==> config.mk <==
export PLATFORM = sky130hd
export DESIGN_NAME = mole_array_ctrl_flat
export DESIGN_NICKNAME = d
export VERILOG_FILES = /design/src/rtl/mole_array_ctrl_if.sv /design/src/rtl/mole_array_ctrl.sv /design/src/flat_wrapper.sv
export SDC_FILE = /design/constraint.sdc
export NUM_CORES = 1
export LEC_CHECK = 0
export BUFFER_PORTS_ARGS = -buffer_cell sky130_fd_sc_hd__buf_2
export CAP_MARGIN = 20
export CORE_MARGIN = 2
export CORE_UTILIZATION = 40
export CTS_BUF_LIST = sky130_fd_sc_hd__clkbuf_4 sky130_fd_sc_hd__clkbuf_8
export DETAILED_ROUTE_END_ITERATION = 10
export GPL_TIMING_DRIVEN = 0
export SYNTH_ARGS = -nofsm -noshare
export SYNTH_HDL_FRONTEND = slang
export SYNTH_SLANG_ARGS = --single-unit
==> constraint.sdc <==
create_clock -name clk -period 9.32 [get_ports clk]
set_input_delay 1.864 -clock clk [delete_from_list [all_inputs] [get_ports clk]]
set_output_delay 1.864 -clock clk [all_outputs]
set_load 0.005 [all_outputs]
==> src/rtl/mole_array_ctrl_if.sv <==
// Bus between the game driver and the mole array controller.
// The master side supplies game control, RNG values and player switches.
// The slave side returns the mole display, the score and the event strobes.
interface mole_array_ctrl_if #(
  parameter int NUM_MOLES = 18,
  parameter int SCORE_W   = 8
);
  logic                               start;
  logic [1:0]                         level;
  logic [10:0]                        spawn_ms;
  logic [4:0]                         spawn_idx;
  logic [NUM_MOLES-1:0]               switches;
  logic [NUM_MOLES-1:0]               mole_up;
  logic [SCORE_W-1:0]                 score;
  logic                               hit_pulse;
  logic                               miss_pulse;
  logic [$clog2(NUM_MOLES+1)-1:0]     active_count;
  logic                               game_over;

  modport master (
    output start, level, spawn_ms, spawn_idx, switches,
    input  mole_up, score, hit_pulse, miss_pulse, active_count, game_over
  );

  modport slave (
    input  start, level, spawn_ms, spawn_idx, switches,
    output mole_up, score, hit_pulse, miss_pulse, active_count, game_over
  );
endinterface

==> src/rtl/mole_array_ctrl.sv <==
// Whack-a-mole array controller.
// A game FSM (IDLE/RUN/OVER) runs a millisecond prescaler, a spawn timer
// and one lifetime counter per mole channel. It detects player hits and
// expiries and keeps a saturating score.
// Optional build macro MOLE_MISS_PENALTY_EN: each expiry also takes one
// point off the score, saturating at zero.
// Zero detection on the spawn and lifetime counters acts one cycle after
// the count reaches zero. A spawn therefore shows on the edge after its
// counter empties, and an expiry clears the mole on the edge after its
// lifetime counter empties.
module mole_array_ctrl #(
  parameter int NUM_MOLES   = 18,
  parameter int MAX_ACTIVE  = 3,
  parameter int CLKS_PER_MS = 50000,
  parameter int LIFE_MS     = 1600,
  parameter int GAME_MS     = 30000,
  parameter int SCORE_W     = 8
) (
  input logic              clk,
  input logic              reset,
  mole_array_ctrl_if.slave bus
);
  localparam int CNT_W     = $clog2(NUM_MOLES + 1);
  localparam int IDX_W     = $clog2(NUM_MOLES);
  localparam int PS_W      = $clog2(CLKS_PER_MS + 1);
  localparam int LIFE_W    = $clog2(LIFE_MS + 1);
  localparam int GAME_W    = $clog2(GAME_MS + 1);
  localparam int SCORE_MAX = (1 << SCORE_W) - 1;

  typedef enum logic [1:0] {S_IDLE, S_RUN, S_OVER} state_t;

  state_t                               state_q, state_d;
  logic [PS_W-1:0]                      presc_q;
  logic [GAME_W-1:0]                    game_q;
  logic [10:0]                          spawn_q;
  logic [NUM_MOLES-1:0]                 up_q, sw_q;
  logic [NUM_MOLES-1:0][LIFE_W-1:0]     life_q;
  logic [SCORE_W-1:0]                   score_q, score_d;
  logic                                 hit_q, miss_q, over_o;
  logic [NUM_MOLES-1:0]                 rise, hit_vec, exp_vec, spawn_vec;
  logic [CNT_W-1:0]                     active_cnt;
  logic                                 ms_tick, game_end, run_live, spawn_fire;
  logic [10:0]                          spawn_reload;

  assign ms_tick      = (state_q == S_RUN) && (presc_q == PS_W'(CLKS_PER_MS - 1));
  assign game_end     = ms_tick && (game_q == GAME_W'(GAME_MS - 1));
  // Normal in-game cycle: no restart and no final tick on this edge.
  assign run_live     = (state_q == S_RUN) && !bus.start && !game_end;
  assign spawn_reload = (bus.spawn_ms == 11'd0) ? 11'd1 : bus.spawn_ms;
  assign spawn_fire   = run_live && (spawn_q == 11'd0);
  assign active_cnt   = CNT_W'($countones(up_q));
  assign rise         = bus.switches & ~sw_q;

  // Next-state and status decode for the game FSM.
  always_comb begin
    state_d = state_q;
    over_o  = (state_q == S_OVER);
    if (bus.start)                      state_d = S_RUN;
    else if (state_q == S_RUN && game_end) state_d = S_OVER;
  end

  // Game state register; reset overrides start.
  always_ff @(posedge clk) begin
    if (reset) state_q <= S_IDLE;
    else       state_q <= state_d;
  end

  // Millisecond prescaler: counts only in RUN and restarts on every start.
  always_ff @(posedge clk) begin
    if (reset || bus.start || state_q != S_RUN || ms_tick) presc_q <= '0;
    else                                                   presc_q <= presc_q + 1'b1;
  end

  // Game length counter in ms.
  always_ff @(posedge clk) begin
    if (reset || bus.start) game_q <= '0;
    else if (ms_tick)       game_q <= game_q + 1'b1;
  end

  // Spawn interval timer: reloads from the RNG whenever it empties.
  always_ff @(posedge clk) begin
    if (reset)                spawn_q <= '0;
    else if (bus.start)       spawn_q <= spawn_reload;
    else if (run_live) begin
      if (spawn_q == 11'd0)   spawn_q <= spawn_reload;
      else if (ms_tick)       spawn_q <= spawn_q - 1'b1;
    end
  end

  // Hit and expiry vectors per channel. A hit on the same channel masks the expiry.
  always_comb begin
    hit_vec = '0;
    exp_vec = '0;
    for (int i = 0; i < NUM_MOLES; i++) begin
      hit_vec[i] = run_live && up_q[i] && rise[i];
      exp_vec[i] = run_live && up_q[i] && !rise[i] && (life_q[i] == '0);
    end
  end

  // Spawn target: first free channel at or above spawn_idx mod NUM_MOLES, with wrap.
  // Only channels that are down now qualify, so moles hit or expiring this cycle cannot respawn.
  always_comb begin
    int   s;
    int   c;
    logic found;
    logic [IDX_W-1:0] idx;
    spawn_vec = '0;
    found     = 1'b0;
    s         = int'(bus.spawn_idx) % NUM_MOLES;
    for (int k = 0; k < NUM_MOLES; k++) begin
      c = s + k;
      if (c >= NUM_MOLES) c = c - NUM_MOLES;
      idx = IDX_W'(c);
      if (!found && !up_q[idx]) begin
        spawn_vec[idx] = 1'b1;
        found          = 1'b1;
      end
    end
    if (!spawn_fire || int'(active_cnt) >= MAX_ACTIVE) spawn_vec = '0;
  end

  // Per-channel lifetime counters; the level is sampled when the mole spawns.
  always_ff @(posedge clk) begin
    for (int i = 0; i < NUM_MOLES; i++) begin
      if (reset || !run_live)                             life_q[i] <= '0;
      else if (spawn_vec[i])                              life_q[i] <= LIFE_W'(LIFE_MS >> bus.level);
      else if (up_q[i] && ms_tick && life_q[i] != '0)     life_q[i] <= life_q[i] - 1'b1;
    end
  end

  // Mole display: hits and expiries drop a mole, a spawn raises one.
  always_ff @(posedge clk) begin
    if (reset || !run_live) up_q <= '0;
    else                    up_q <= (up_q & ~hit_vec & ~exp_vec) | spawn_vec;
  end

  // Switch history for rising-edge detection.
  always_ff @(posedge clk) begin
    if (reset) sw_q <= '0;
    else       sw_q <= bus.switches;
  end

  // Score update: hits add, and with the penalty build expiries subtract, saturating both ways.
  always_comb begin
    int sum;
    sum = int'(score_q) + $countones(hit_vec);
`ifdef MOLE_MISS_PENALTY_EN
    sum = sum - $countones(exp_vec);
`endif
    if (sum < 0)              score_d = '0;
    else if (sum > SCORE_MAX) score_d = '1;
    else                      score_d = SCORE_W'(sum);
  end

  // Score register and event strobes.
  always_ff @(posedge clk) begin
    if (reset) begin
      score_q <= '0;
      hit_q   <= 1'b0;
      miss_q  <= 1'b0;
    end else begin
      hit_q  <= |hit_vec;
      miss_q <= |exp_vec;
      if (bus.start)     score_q <= '0;
      else if (run_live) score_q <= score_d;
    end
  end

  assign bus.mole_up      = up_q;
  assign bus.score        = score_q;
  assign bus.hit_pulse    = hit_q;
  assign bus.miss_pulse   = miss_q;
  assign bus.active_count = active_cnt;
  assign bus.game_over    = over_o;
endmodule

==> src/flat_wrapper.sv <==
// flat-port wrapper written by rule: the top's interface ports become plain ports
module mole_array_ctrl_flat 
#(
  parameter int NUM_MOLES   = 18,
  parameter int MAX_ACTIVE  = 3,
  parameter int CLKS_PER_MS = 50000,
  parameter int LIFE_MS     = 1600,
  parameter int GAME_MS     = 30000,
  parameter int SCORE_W     = 8
)
  (clk, reset, bus_start, bus_level, bus_spawn_ms, bus_spawn_idx, bus_switches, bus_mole_up, bus_score, bus_hit_pulse, bus_miss_pulse, bus_active_count, bus_game_over);
  mole_array_ctrl_if #(.NUM_MOLES(NUM_MOLES), .SCORE_W(SCORE_W)) bus_i ();
  input logic clk;
  input logic reset;
  input wire logic [$bits(bus_i.start)-1:0] bus_start;
  input wire logic [$bits(bus_i.level)-1:0] bus_level;
  input wire logic [$bits(bus_i.spawn_ms)-1:0] bus_spawn_ms;
  input wire logic [$bits(bus_i.spawn_idx)-1:0] bus_spawn_idx;
  input wire logic [$bits(bus_i.switches)-1:0] bus_switches;
  output wire logic [$bits(bus_i.mole_up)-1:0] bus_mole_up;
  output wire logic [$bits(bus_i.score)-1:0] bus_score;
  output wire logic [$bits(bus_i.hit_pulse)-1:0] bus_hit_pulse;
  output wire logic [$bits(bus_i.miss_pulse)-1:0] bus_miss_pulse;
  output wire logic [$bits(bus_i.active_count)-1:0] bus_active_count;
  output wire logic [$bits(bus_i.game_over)-1:0] bus_game_over;
  assign bus_i.start = bus_start;
  assign bus_i.level = bus_level;
  assign bus_i.spawn_ms = bus_spawn_ms;
  assign bus_i.spawn_idx = bus_spawn_idx;
  assign bus_i.switches = bus_switches;
  assign bus_mole_up = bus_i.mole_up;
  assign bus_score = bus_i.score;
  assign bus_hit_pulse = bus_i.hit_pulse;
  assign bus_miss_pulse = bus_i.miss_pulse;
  assign bus_active_count = bus_i.active_count;
  assign bus_game_over = bus_i.game_over;
  mole_array_ctrl #(.NUM_MOLES(NUM_MOLES), .MAX_ACTIVE(MAX_ACTIVE), .CLKS_PER_MS(CLKS_PER_MS), .LIFE_MS(LIFE_MS), .GAME_MS(GAME_MS), .SCORE_W(SCORE_W)) u_core (.clk(clk), .reset(reset), .bus(bus_i));
endmodule
-- Word level (Yosys, flattened, before mapping)
Cells that the tools add are included.
- reduce and logical (&&, ||, !) cells: 272
- eq/ne operators: 5
- shifts and indexed selects: 1
- divide/modulo/power cells: 1
- add/sub/neg operators: 91
- $lt $le $gt $ge: 57
- bitwise gates (word level): 24
- mux-type cells: 171
- operator list (cell ; number):
    32-bit by 6-bit >= comparator with 1-bit output (second input constant) ; 18
    11-bit 2-to-1 mux ; 41
    18-bit 2-to-1 mux ; 19
    18-bit OR ; 18
    32-bit adder ; 8
    32-bit by 5-bit adder with 32-bit output (second input constant) ; 8
    11-bit logical NOT ; 20
    11-bit by 1-bit subtractor with 11-bit output (second input constant) ; 19
    11-bit nonzero test ; 18
    1-bit logical AND ; 149
    32-bit by 4-bit adder with 32-bit output (second input constant) ; 4
    5-bit by 6-bit < comparator with 1-bit output (second input constant) ; 18
    1-bit binary-select mux with 5-bit select ; 18
    1-bit demux with 5-bit select ; 18
    5-bit by 1-bit >= comparator with 1-bit output (second input constant) ; 18
    5-bit 2-to-1 mux ; 18
    5-bit subtractor (second input constant) ; 18
    32-bit by 3-bit adder with 32-bit output (second input constant) ; 2
    32-bit by 6-bit adder with 32-bit output (second input constant) ; 2
    1-bit logical NOT ; 55
    1-bit 2-to-1 mux ; 55
    18-bit AND ; 3
    18-bit NOT ; 3
    5-bit adder ; 8
    other kinds (22) ; 64
- bits in registers: 288
- output and inout port bits: 34
- word-level logic and storage cells: 650
- input port bits: 39

-- Depth between registers and ports, before layout
Gate-level depths: netlist of run 1.
- depth in word-level cells: 59
- depth in mapped cells: 39

-- Worst setup path after synthesis of run 1
Ideal clock, no wire load.
- path type: in2reg
- start: input bus_spawn_idx[2]
- end: register u_core.life_q[130] in the netlist's numbering
- setup time: 0.120 ns
- arrival: 8.712 ns
- path slack: 0.488 ns
- buffers on the path: 13
- required time: 9.200 ns
- cell stages on the path: 35
- path through: buf_4 > buf_2 > inv_1 > nand3_1 > ha_1 > buf_2 > and2b_1 > a21oi_4 > buf_4 > buf_2 > buf_2 > inv_1 > ha_1 > inv_1 > clkbuf_1 > buf_1 > buf_2 > buf_1 > ha_1 > buf_1 > nand2_1 > a21oi_1 > o2111ai_1 > a211oi_1 > a21o_1 > o211ai_1 > nor4_4 > or4b_1 > o2111ai_1 > nor3_1 > nand2b_1 > buf_2 > buf_6 > nand3_1 > o21ai_1
- cells in the longest elaborated chain, start to end: 59
- ends and longest elaborated chain (element ; line ; text):
    from (decl) ; flat_wrapper.sv:18 ; input wire logic [$bits(bus_i.spawn_idx)-1:0] bus_spawn_idx;
    6-bit by 6-bit remainder unit with 32-bit output * ; mole_array_ctrl.sv:109 ; s = int'(bus.spawn_idx) % NUM_MOLES;
    parallel branches: the longest is 55 deep, another holds 32-bit by 2-bit adder with 32-bit output ; -- ;
    18-bit 2-to-1 mux * ; mole_array_ctrl.sv:114 ; if (!found && !up_q[idx]) begin
    18-bit 2-to-1 mux * ; mole_array_ctrl.sv:119 ; if (!spawn_fire || int'(active_cnt) >= MAX_ACTIVE) spawn_vec = '0;
    11-bit 2-to-1 mux / 2-bit nonzero test (equally long branches) ; -- ;
    to (signal, indexed assignment) ; mole_array_ctrl.sv:126 ; else if (spawn_vec[i]) life_q[i] <= LIFE_W'(LIFE_MS >> bus.level);
    to (decl) ; mole_array_ctrl.sv:37 ; logic [NUM_MOLES-1:0][LIFE_W-1:0] life_q;
Mark *: on every way between the ends. The select of a mux whose other input is x is not followed.
A chain may end at the register's enable or synchronous reset.

-- Final worst setup path of run 1
- start: input bus_spawn_idx[1]
- end: register u_core.life_q[48] in the netlist's numbering
Same word-level chain as after synthesis.

==> qor.txt, run 1 <==
fraction of layout instances using a drive strength above 1: 17.9%
minimum setup slack in the final design: -0.0278 ns
reg2reg start: u_core.state_q[1]
routability congestion estimate from global placement: 1.07
worst IR drop on VDD: 0.115 mV
count of final hold-check violations: 0
clock tree skew after final layout: 0.0467 ns
total buffers and inverters traversed by the critical path: 14
Final min period: 9.35 ns
category of the worst setup path capture point: flop
clock tree from TritonCTS: built
class of the tightest hold or removal check: flop to flop
Worst path slowest cell: sky130_fd_sc_hd__mux2i_2
Post-synth EDFFs: 0
routed wire length: 151 mm
DIE AREA: 76,200 um2
placement row count: 99
total standard cell area after synthesis: 29,600 um2
number of optimization iterations in the first detailed-route pass: 10
power density of the placed cells: 148 nW/um2
capturing instance or port of the critical path: u_core.life_q[48]
setup slack of the worst register-to-register path: 0.82 ns
Filler Cell Count: 7,486
CTS Root Cell: sky130_fd_sc_hd__clkbuf_8
share of flip-flops with an asynchronous set or reset after synthesis: 0%
Die Wd: 276 um
CP peak stage delay: 0.80 ns
launch point of the worst path: bus_spawn_idx[1]
number of primary I/O pins: 73
number of buffers inserted during clock tree synthesis: 46
number of instances in the synthesized netlist: 3,991
RSZ-0062 raised after global routing: true
via-per-instance ratio: 6.82
first-pass GRT wire length: 219 mm
count of hold buffers inserted by post-cts repair: 0
leakage power of the design: 12.8 nW
detailed-route via count: 35,293
antenna violations before repair: 8
final worst-path cycle share: 100%
maximum fanout along the worst path: 13
post-synth top area cell: sky130_fd_sc_hd__dfxtp_1
clock tree sinks: 288
worst-margin pin slew: 1.26 ns
Final setup violation count: 10
global-route usage over all layers: 37.8%
core area: 73,100 um2
clock buffer depth: 3
kind of cell adding the most delay to the critical path: buffers and inverters
clock latency on the worst-skew pair: 0.62 ns
logic depth of the worst path, buffers included: 34
worst-case reg-to-reg path depth: 27
ANT nets after route: 0
arrival time at the worst endpoint: 9.81 ns
result of the run: finished, violations left
share of the synthesized area in the top cell type: 19.5%
via count of the first global-routing pass: 32,963
mean post-synth cell area: 7.42 um2
top cells by area in the synthesized netlist: sky130_fd_sc_hd__dfxtp_1, sky130_fd_sc_hd__nor2_1, sky130_fd_sc_hd__xnor2_1, sky130_fd_sc_hd__ha_1, sky130_fd_sc_hd__nand3_1
sort of element at the start of the critical path: primary input
post-CTS clock slew at the launch and capture registers of the worst setup and hold paths: 0.06 ns
Netlist cell types: 142
Die H: 276 um
final net count: 4,345
H-tree lvl count: 2
violation count after the first detailed-route iteration: 5,240
library cell appearing most often on the critical path: sky130_fd_sc_hd__clkbuf_4
area growth from synthesis to layout: 16.8%
count of input and output buffers: 71
post-synthesis sequential area ratio: 19.5%
total chip power: 0.00510 W
detailed placement HPWL: 115 mm
maximum number of pins on one net before global-route repair: 18
total congestion overflow after global routing: 0
Synth Net Count: 4,156
dpl cell area: 31,300 um2
register bit total from synthesis: 288
Max-slew headroom: 13.8%
dominant register cell in the synthesized netlist: sky130_fd_sc_hd__dfxtp_1
Fmax: 107 MHz
routed length per instance: 29.2 um
count of pins over their slew limit: 0
data required time of the critical path: 9.78 ns
MaxCap Viol Count: 0
start-to-end type of the worst setup path: primary input to flop
Initial Util: 40.5%
fin area: 34,600 um2
detailed-route DRC error count: 0
reg-to-reg critical path endpoint: u_core.bus.score[1]
Ys Warns: 0
violated checks: setup timing
-- cells in the final DEF (no fill, tap or decap), types with 22 or more instances in the layout --
cell / count
sky130_fd_sc_hd__nand3_1: 239
sky130_fd_sc_hd__o21ai_0: 134
sky130_fd_sc_hd__nand4_1: 78
sky130_fd_sc_hd__nor4_1: 79
sky130_fd_sc_hd__and3_1: 44
sky130_fd_sc_hd__o211ai_1: 49
sky130_fd_sc_hd__a31oi_1: 44
sky130_fd_sc_hd__o31ai_1: 49
sky130_fd_sc_hd__nand2_1: 310
sky130_fd_sc_hd__a21o_1: 22
sky130_fd_sc_hd__a211oi_1: 66
sky130_fd_sc_hd__inv_1: 156
sky130_fd_sc_hd__nor3_1: 153
sky130_fd_sc_hd__nand2b_1: 63
sky130_fd_sc_hd__dfxtp_1: 288
sky130_fd_sc_hd__ha_1: 88
sky130_fd_sc_hd__o21ai_1: 27
sky130_fd_sc_hd__a21oi_1: 159
sky130_fd_sc_hd__clkbuf_1: 81
sky130_fd_sc_hd__or4_1: 40
sky130_fd_sc_hd__or2_2: 32
sky130_fd_sc_hd__nor2_1: 440
sky130_fd_sc_hd__and2_1: 32
sky130_fd_sc_hd__nor2b_1: 59
sky130_fd_sc_hd__or3_1: 67
sky130_fd_sc_hd__xnor2_1: 137
sky130_fd_sc_hd__fa_1: 27
sky130_fd_sc_hd__xor2_1: 77
sky130_fd_sc_hd__mux2i_1: 72
sky130_fd_sc_hd__buf_2: 124
sky130_fd_sc_hd__clkbuf_4: 26
sky130_fd_sc_hd__mux2_2: 31
sky130_fd_sc_hd__clkbuf_8: 60
sky130_fd_sc_hd__o22ai_1: 23
sky130_fd_sc_hd__buf_4: 98
-- flip-flops by register name, summed over array words and instances, names as in the netlist --
register	flops
u_core.life_q	198
u_core.bus.mole_up	18
u_core.sw_q	18
u_core.presc_q	16
u_core.game_q	15
u_core.spawn_q	11
u_core.bus.score	8
u_core.state_q	2
u_core.bus.hit_pulse	1
u_core.bus.miss_pulse	1
-- metal layers --
layer	track usage [%]	vias to the layer above	routed length, um
met3	11.2	766	19500
li1	-	15266	-
met5	0	-	68
met1	45.3	16618	55100
met4	26.0	10	13000
met2	58.1	2633	63500
-- what timing repair did --
item                                    in CTS  in global routing
endpoints found under the setup margin     216                216
buffers inserted                            44                 21
gates resized for setup                    215                159
pin swaps                                   34                 25
-- synth_stat cells (44+ instances only) --
cell	count
sky130_fd_sc_hd__nand3_1	244
sky130_fd_sc_hd__nor3_1	165
sky130_fd_sc_hd__ha_1	99
sky130_fd_sc_hd__dfxtp_1	288
sky130_fd_sc_hd__nor4_1	97
sky130_fd_sc_hd__nand2_1	312
sky130_fd_sc_hd__nand4_1	78
sky130_fd_sc_hd__xor2_1	77
sky130_fd_sc_hd__inv_1	157
sky130_fd_sc_hd__o211ai_1	49
sky130_fd_sc_hd__mux2i_1	80
sky130_fd_sc_hd__a21oi_1	173
sky130_fd_sc_hd__o31ai_1	51
sky130_fd_sc_hd__or3_1	67
sky130_fd_sc_hd__nand2b_1	64
sky130_fd_sc_hd__clkbuf_1	113
sky130_fd_sc_hd__a31oi_1	47
sky130_fd_sc_hd__a211oi_1	75
sky130_fd_sc_hd__nor2_1	453
sky130_fd_sc_hd__xnor2_1	150
sky130_fd_sc_hd__buf_2	65
sky130_fd_sc_hd__nor2b_1	59
sky130_fd_sc_hd__and3_1	44
sky130_fd_sc_hd__o21ai_0	148
-- layout make-up --
| class | count | area, um2 | share of cell area [%] |
|---|---|---|---|
| clock buffer | 71 | 908 | 2.63 |
| timing repair buffer | 149 | 1040 | 3.00 |
| clock inverter | 8 | 149 | 0.430 |
| inverter | 166 | 633 | 1.83 |
| tap | 959 | 1200 | 3.47 |
| antenna | 3 | 7.51 | 0.0217 |
| multi-input combinational | 3299 | 23600 | 68.2 |
| sequential | 288 | 5770 | 16.7 |
| buffer | 230 | 1310 | 3.79 |
-- logic make-up (layout without fill, tap and decap cells) --
| logic type | after synthesis | in the layout | synth area share [%] |
|---|---|---|---|
| fa+ha+maj | 126 | 126 | 6.01 |
| mux | 121 | 121 | 4.60 |
| other cells | 0 | 3 | 0 |
| flops | 288 | 288 | 19.5 |
| xor+xnor | 235 | 235 | 7.19 |
| simple gates | 1819 | 1819 | 31.7 |
| compound gates | 998 | 998 | 24.9 |
| buf+inv | 404 | 624 | 6.09 |
-- how the worst min path moves through the flow --
stage | from | to | slack, ns | cells after the start
after floorplan | u_core.presc_q[0] | u_core.presc_q[0] | 0.43 | 1
after global placement | u_core.presc_q[0] | u_core.presc_q[0] | 0.45 | 1
after detailed placement | u_core.life_q[65] | u_core.life_q[65] | 0.46 | 2
after CTS | u_core.life_q[65] | u_core.life_q[65] | 0.47 | 2
after global routing | u_core.life_q[65] | u_core.life_q[65] | 0.48 | 2
final | u_core.presc_q[0] | u_core.presc_q[0] | 0.47 | 1
-- worst register-to-register path, stage by stage, from the launching register on --
cell and delay [ns]:
sky130_fd_sc_hd__dfxtp_1 0.30, sky130_fd_sc_hd__inv_1 0.12, sky130_fd_sc_hd__nand2_1 0.14, sky130_fd_sc_hd__or4_1 0.54, sky130_fd_sc_hd__nor3_1 0.64, sky130_fd_sc_hd__nand4_1 0.44, sky130_fd_sc_hd__or4_1 0.60, sky130_fd_sc_hd__nand3_1 0.25
sky130_fd_sc_hd__nor2_1 0.08, sky130_fd_sc_hd__clkbuf_1 0.36, sky130_fd_sc_hd__buf_1 0.40, sky130_fd_sc_hd__nand3_1 0.22, sky130_fd_sc_hd__ha_1 0.28, sky130_fd_sc_hd__fa_1 0.55, sky130_fd_sc_hd__inv_1 0.06, sky130_fd_sc_hd__fa_1 0.53
sky130_fd_sc_hd__inv_1 0.06, sky130_fd_sc_hd__fa_1 0.44, sky130_fd_sc_hd__fa_1 0.52, sky130_fd_sc_hd__fa_1 0.47, sky130_fd_sc_hd__a21oi_1 0.16, sky130_fd_sc_hd__nor2_1 0.05, sky130_fd_sc_hd__nor2_1 0.14, sky130_fd_sc_hd__nor2b_1 0.06
sky130_fd_sc_hd__o21ai_0 0.15, sky130_fd_sc_hd__nand2b_1 0.12, sky130_fd_sc_hd__a31oi_1 0.50, sky130_fd_sc_hd__a221oi_1 0.15
-- per-stage QoR --
stage,cells,util (%),setup TNS [ns],worst slack (ns),hold slack (ns)
floorplan,3991,-,0,0.488,0.430
global placement,5021,42.7,-723.18,-3.91,0.445
detailed placement,5032,42.8,-700.24,-3.84,0.455
CTS,5151,46.1,-0.0595,-0.0362,0.465
global route,5171,47.3,-4.68,-0.223,0.484
finish,5173,47.3,-0.135,-0.0278,0.467
-- power by group --
group	leakage (nW)	internal [W]	switching (W)	total, W
clock network	0.553	0.000730	0.000540	0.00127
logic	9.97	0.000738	0.00185	0.00258
registers	2.33	0.00124	0.00000776	0.00125
total	12.8	0.00271	0.00239	0.00510
Power figures use the tool's default switching activity.
==> inputs of run 2 (changes only) <==
--- a/config.mk
+++ b/config.mk
@@ -5,6 +5,7 @@
 export SDC_FILE = /design/constraint.sdc
 export NUM_CORES = 1
 export LEC_CHECK = 0
+export ABC_AREA = 1
 export BUFFER_PORTS_ARGS = -buffer_cell sky130_fd_sc_hd__buf_2
 export CAP_MARGIN = 20
 export CORE_MARGIN = 2
==> qor.txt, run 2 <==
result of the run: completed
Hold Path Origin: u_core.presc_q[0]
storage element area: 5770 um2
reg2reg start: u_core.presc_q[0]
start-to-end type of the worst setup path: primary input to flop
routability congestion estimate from global placement: 1.01
multiplexer share of the synthesized area: 0%
Initial Util: 40.4%
total standard cell area after synthesis: 27,700 um2
DIE AREA: 71,400 um2
post-CTS clock slew at the launch and capture registers of the worst setup and hold paths: 0.06 ns
setup slack of the worst register-to-register path: 1.89 ns
xor and xnor area share after synthesis: 5.67%
routed wire length: 106 mm
flip-flop count of the largest register after layout: 198
number of instances in the synthesized netlist: 4,680
reg-to-reg critical path endpoint: u_core.bus.score[1]
category of the worst setup path capture point: flop
arrival time at the worst endpoint: 9.43 ns
detailed placement HPWL: 83.1 mm
CP peak stage delay: 0.52 ns
Worst Setup Slack post-DPL: -0.363 ns
post-synth top area cell: sky130_fd_sc_hd__dfxtp_1
worst-margin pin slew: 1.26 ns
Commonest cells post-synth: sky130_fd_sc_hd__nand2_1, sky130_fd_sc_hd__nor2_1, sky130_fd_sc_hd__nand3_1
count of pins over their slew limit: 0
top cells by area in the synthesized netlist: sky130_fd_sc_hd__dfxtp_1, sky130_fd_sc_hd__nand2_1, sky130_fd_sc_hd__nand3_1, sky130_fd_sc_hd__nor2_1, sky130_fd_sc_hd__inv_1
data required time of the critical path: 9.88 ns
Max-slew headroom: 15.3%
most used routing layer in global routing: met2
ANT nets after route: 0
arithmetic-cell share of the synthesized area counting full adders, half adders and majority gates: 6.42%
count of hold buffers inserted by post-cts repair: 0
power density of the placed cells: 135 nW/um2
leakage power of the design: 13.6 nW
H-tree lvl count: 2
global-route usage over all layers: 29.3%
clock tree sinks: 288
Die Wd: 267 um
Ys Warns: 0
MaxCap Viol Count: 0
worst-case reg-to-reg path depth: 29
routed length per instance: 18.4 um
clock buffer depth: 3
via count of the first global-routing pass: 28,645
clock tree skew after final layout: 0.0370 ns
register bit total from synthesis: 288
final-layout setup total negative slack: 0 ns
CTS Root Cell: sky130_fd_sc_hd__clkbuf_8
class of the tightest hold or removal check: flop to flop
dominant combinational cell family by area after synthesis: simple AND/OR/NAND/NOR gates
count of input and output buffers: 72
post-synthesis simple-gate area fraction: 46.4%
share of the synthesized area in the top cell type: 20.8%
maximum fanout along the worst path: 13
Die H: 267 um
number of buffers inserted during clock tree synthesis: 50
final worst-path cycle share: 95.2%
share of the synthesized area in compound gates (AO/OA/AOI/OAI): 10.5%
fraction of layout instances using a drive strength above 1: 8.22%
Cells on Worst Hold Path: 1
mean post-synth cell area: 5.92 um2
total chip power: 0.00413 W
detailed-route via count: 31,566
Final setup violation count: 0
final net count: 4,987
Top reg by flops: u_core.life_q
number of optimization iterations in the first detailed-route pass: 6
area growth from synthesis to layout: 10.1%
fraction of met1 tracks used by global routing: 38.4%
Final min period: 8.87 ns
commonest non-fill, non-tap cell in the layout: sky130_fd_sc_hd__nand2_1
share of flip-flops with an asynchronous set or reset after synthesis: 0%
dominant register cell in the synthesized netlist: sky130_fd_sc_hd__dfxtp_1
violation count after the first detailed-route iteration: 2,951
antenna violations before repair: 1
Post-synth EDFFs: 0
clock latency on the worst-skew pair: 0.65 ns
maximum number of pins on one net before global-route repair: 16
Worst path slowest cell: sky130_fd_sc_hd__nor2_1
Filler Cell Count: 7,551
clock tree from TritonCTS: built
RSZ-0062 raised after global routing: false
library cell appearing most often on the critical path: sky130_fd_sc_hd__nor2_1
via-per-instance ratio: 5.45
Hold Path Sink: u_core.presc_q[0]
total congestion overflow after global routing: 0
M2 GR Usage: 47.9%
core area: 68,600 um2
first-pass GRT wire length: 164 mm
commonest cells after routing, fill and taps aside: sky130_fd_sc_hd__nand2_1, sky130_fd_sc_hd__nor2_1, sky130_fd_sc_hd__nand3_1, sky130_fd_sc_hd__inv_1, sky130_fd_sc_hd__dfxtp_1
most instantiated library cell after synthesis: sky130_fd_sc_hd__nand2_1
count of final hold-check violations: 0
detailed-route DRC error count: 0
sort of element at the start of the critical path: primary input
Multi-input gate area: 19,200 um2
launch point of the worst path: bus_spawn_idx[2]
minimum setup slack in the final design: 0.452 ns
worst IR drop on VDD: 0.0961 mV
number of primary I/O pins: 73
Synth Net Count: 4,845
placement row count: 96
met3 Usage GRT: 4.47%
post-synthesis sequential area ratio: 20.8%
Fmax: 113 MHz
Netlist cell types: 64
[run 2: cell types whose count changed in the layout (fill, tap and decap cells not counted), moves of 78 or more]
cell,change
sky130_fd_sc_hd__nand2_1,+780
sky130_fd_sc_hd__inv_1,+361
sky130_fd_sc_hd__nand3_1,+326
sky130_fd_sc_hd__nor2_1,+274
sky130_fd_sc_hd__nand4_1,+89
sky130_fd_sc_hd__a21oi_1,+87
sky130_fd_sc_hd__buf_4,-84
sky130_fd_sc_hd__xnor2_1,-78
[run 2: cell type report]
type / count / area share (%)
Clock inverter: 7 / 0.308
Sequential cell: 288 / 18.9
Multi-Input combinational cell: 3689 / 62.8
Antenna cell: 1 / 0.00820
Clock buffer: 79 / 3.32
Buffer: 148 / 2.41
Inverter: 555 / 6.84
Timing Repair Buffer: 90 / 1.62
Tap cell: 931 / 3.82
[run 2: metal layers]
layer,vias up,wire (um)
li1,15638,-
met1,14504,46000
met2,1191,48000
met3,233,8060
met4,0,4370
met5,-,0
[run 2: worst max-delay path by stage]
stage | to | slack [ns] | depth (start not counted)
floorplan | u_core.life_q[150] | 2.08 | 36
global placement | u_core.life_q[129] | -0.36 | 37
detailed placement | u_core.life_q[129] | -0.36 | 37
CTS | u_core.life_q[129] | 0.34 | 37
global route | u_core.life_q[122] | 0.0006 | 38
finish | u_core.life_q[122] | 0.45 | 38
[run 2: what timing repair did]
action                                  in CTS  in global routing
gates resized for setup                      0                  5
endpoints found under the setup margin       0                143
hold endpoints to repair                     0                  0
buffers inserted                             0                  0
[run 2: cell families after synthesis]
| family | after synthesis |
|---|---|
| AOI/OAI and AO/OA | 524 |
| xor gates and xnor gates | 176 |
| adders and majority gates | 126 |
| buffers and inverters | 703 |
| DFF | 288 |
| and+or+nand+nor | 2863 |
[run 2: critical path: cells and delay by family]
kind,cells,cell delay (ns)
adders and majority gates,2,0.71
and+or+nand+nor,26,4.35
buffers and inverters,8,1.92
AOI/OAI and AO/OA,2,0.54
[run 2: report_power, final]
group / total [W] / internal (W) / switching [W] / leakage (nW)
sequential: 0.00125 / 0.00124 / 0.00000833 / 2.33
clock: 0.00130 / 0.000740 / 0.000562 / 0.583
combinational: 0.00157 / 0.000372 / 0.00120 / 10.7
total: 0.00413 / 0.00236 / 0.00177 / 13.6
[run 2: metrics by stage]
step / instance area (um2) / instances / utilization [%] / hold WS, ns
global placement: 29200 / 5683 / 42.6 / 0.431
CTS: 30500 / 5784 / 44.4 / 0.453
detailed placement: 29400 / 5698 / 42.8 / 0.440
global route: 30500 / 5788 / 44.5 / 0.475
finish: 30500 / 5788 / 44.5 / 0.445
floorplan: 27700 / 4680 / - / 0.418
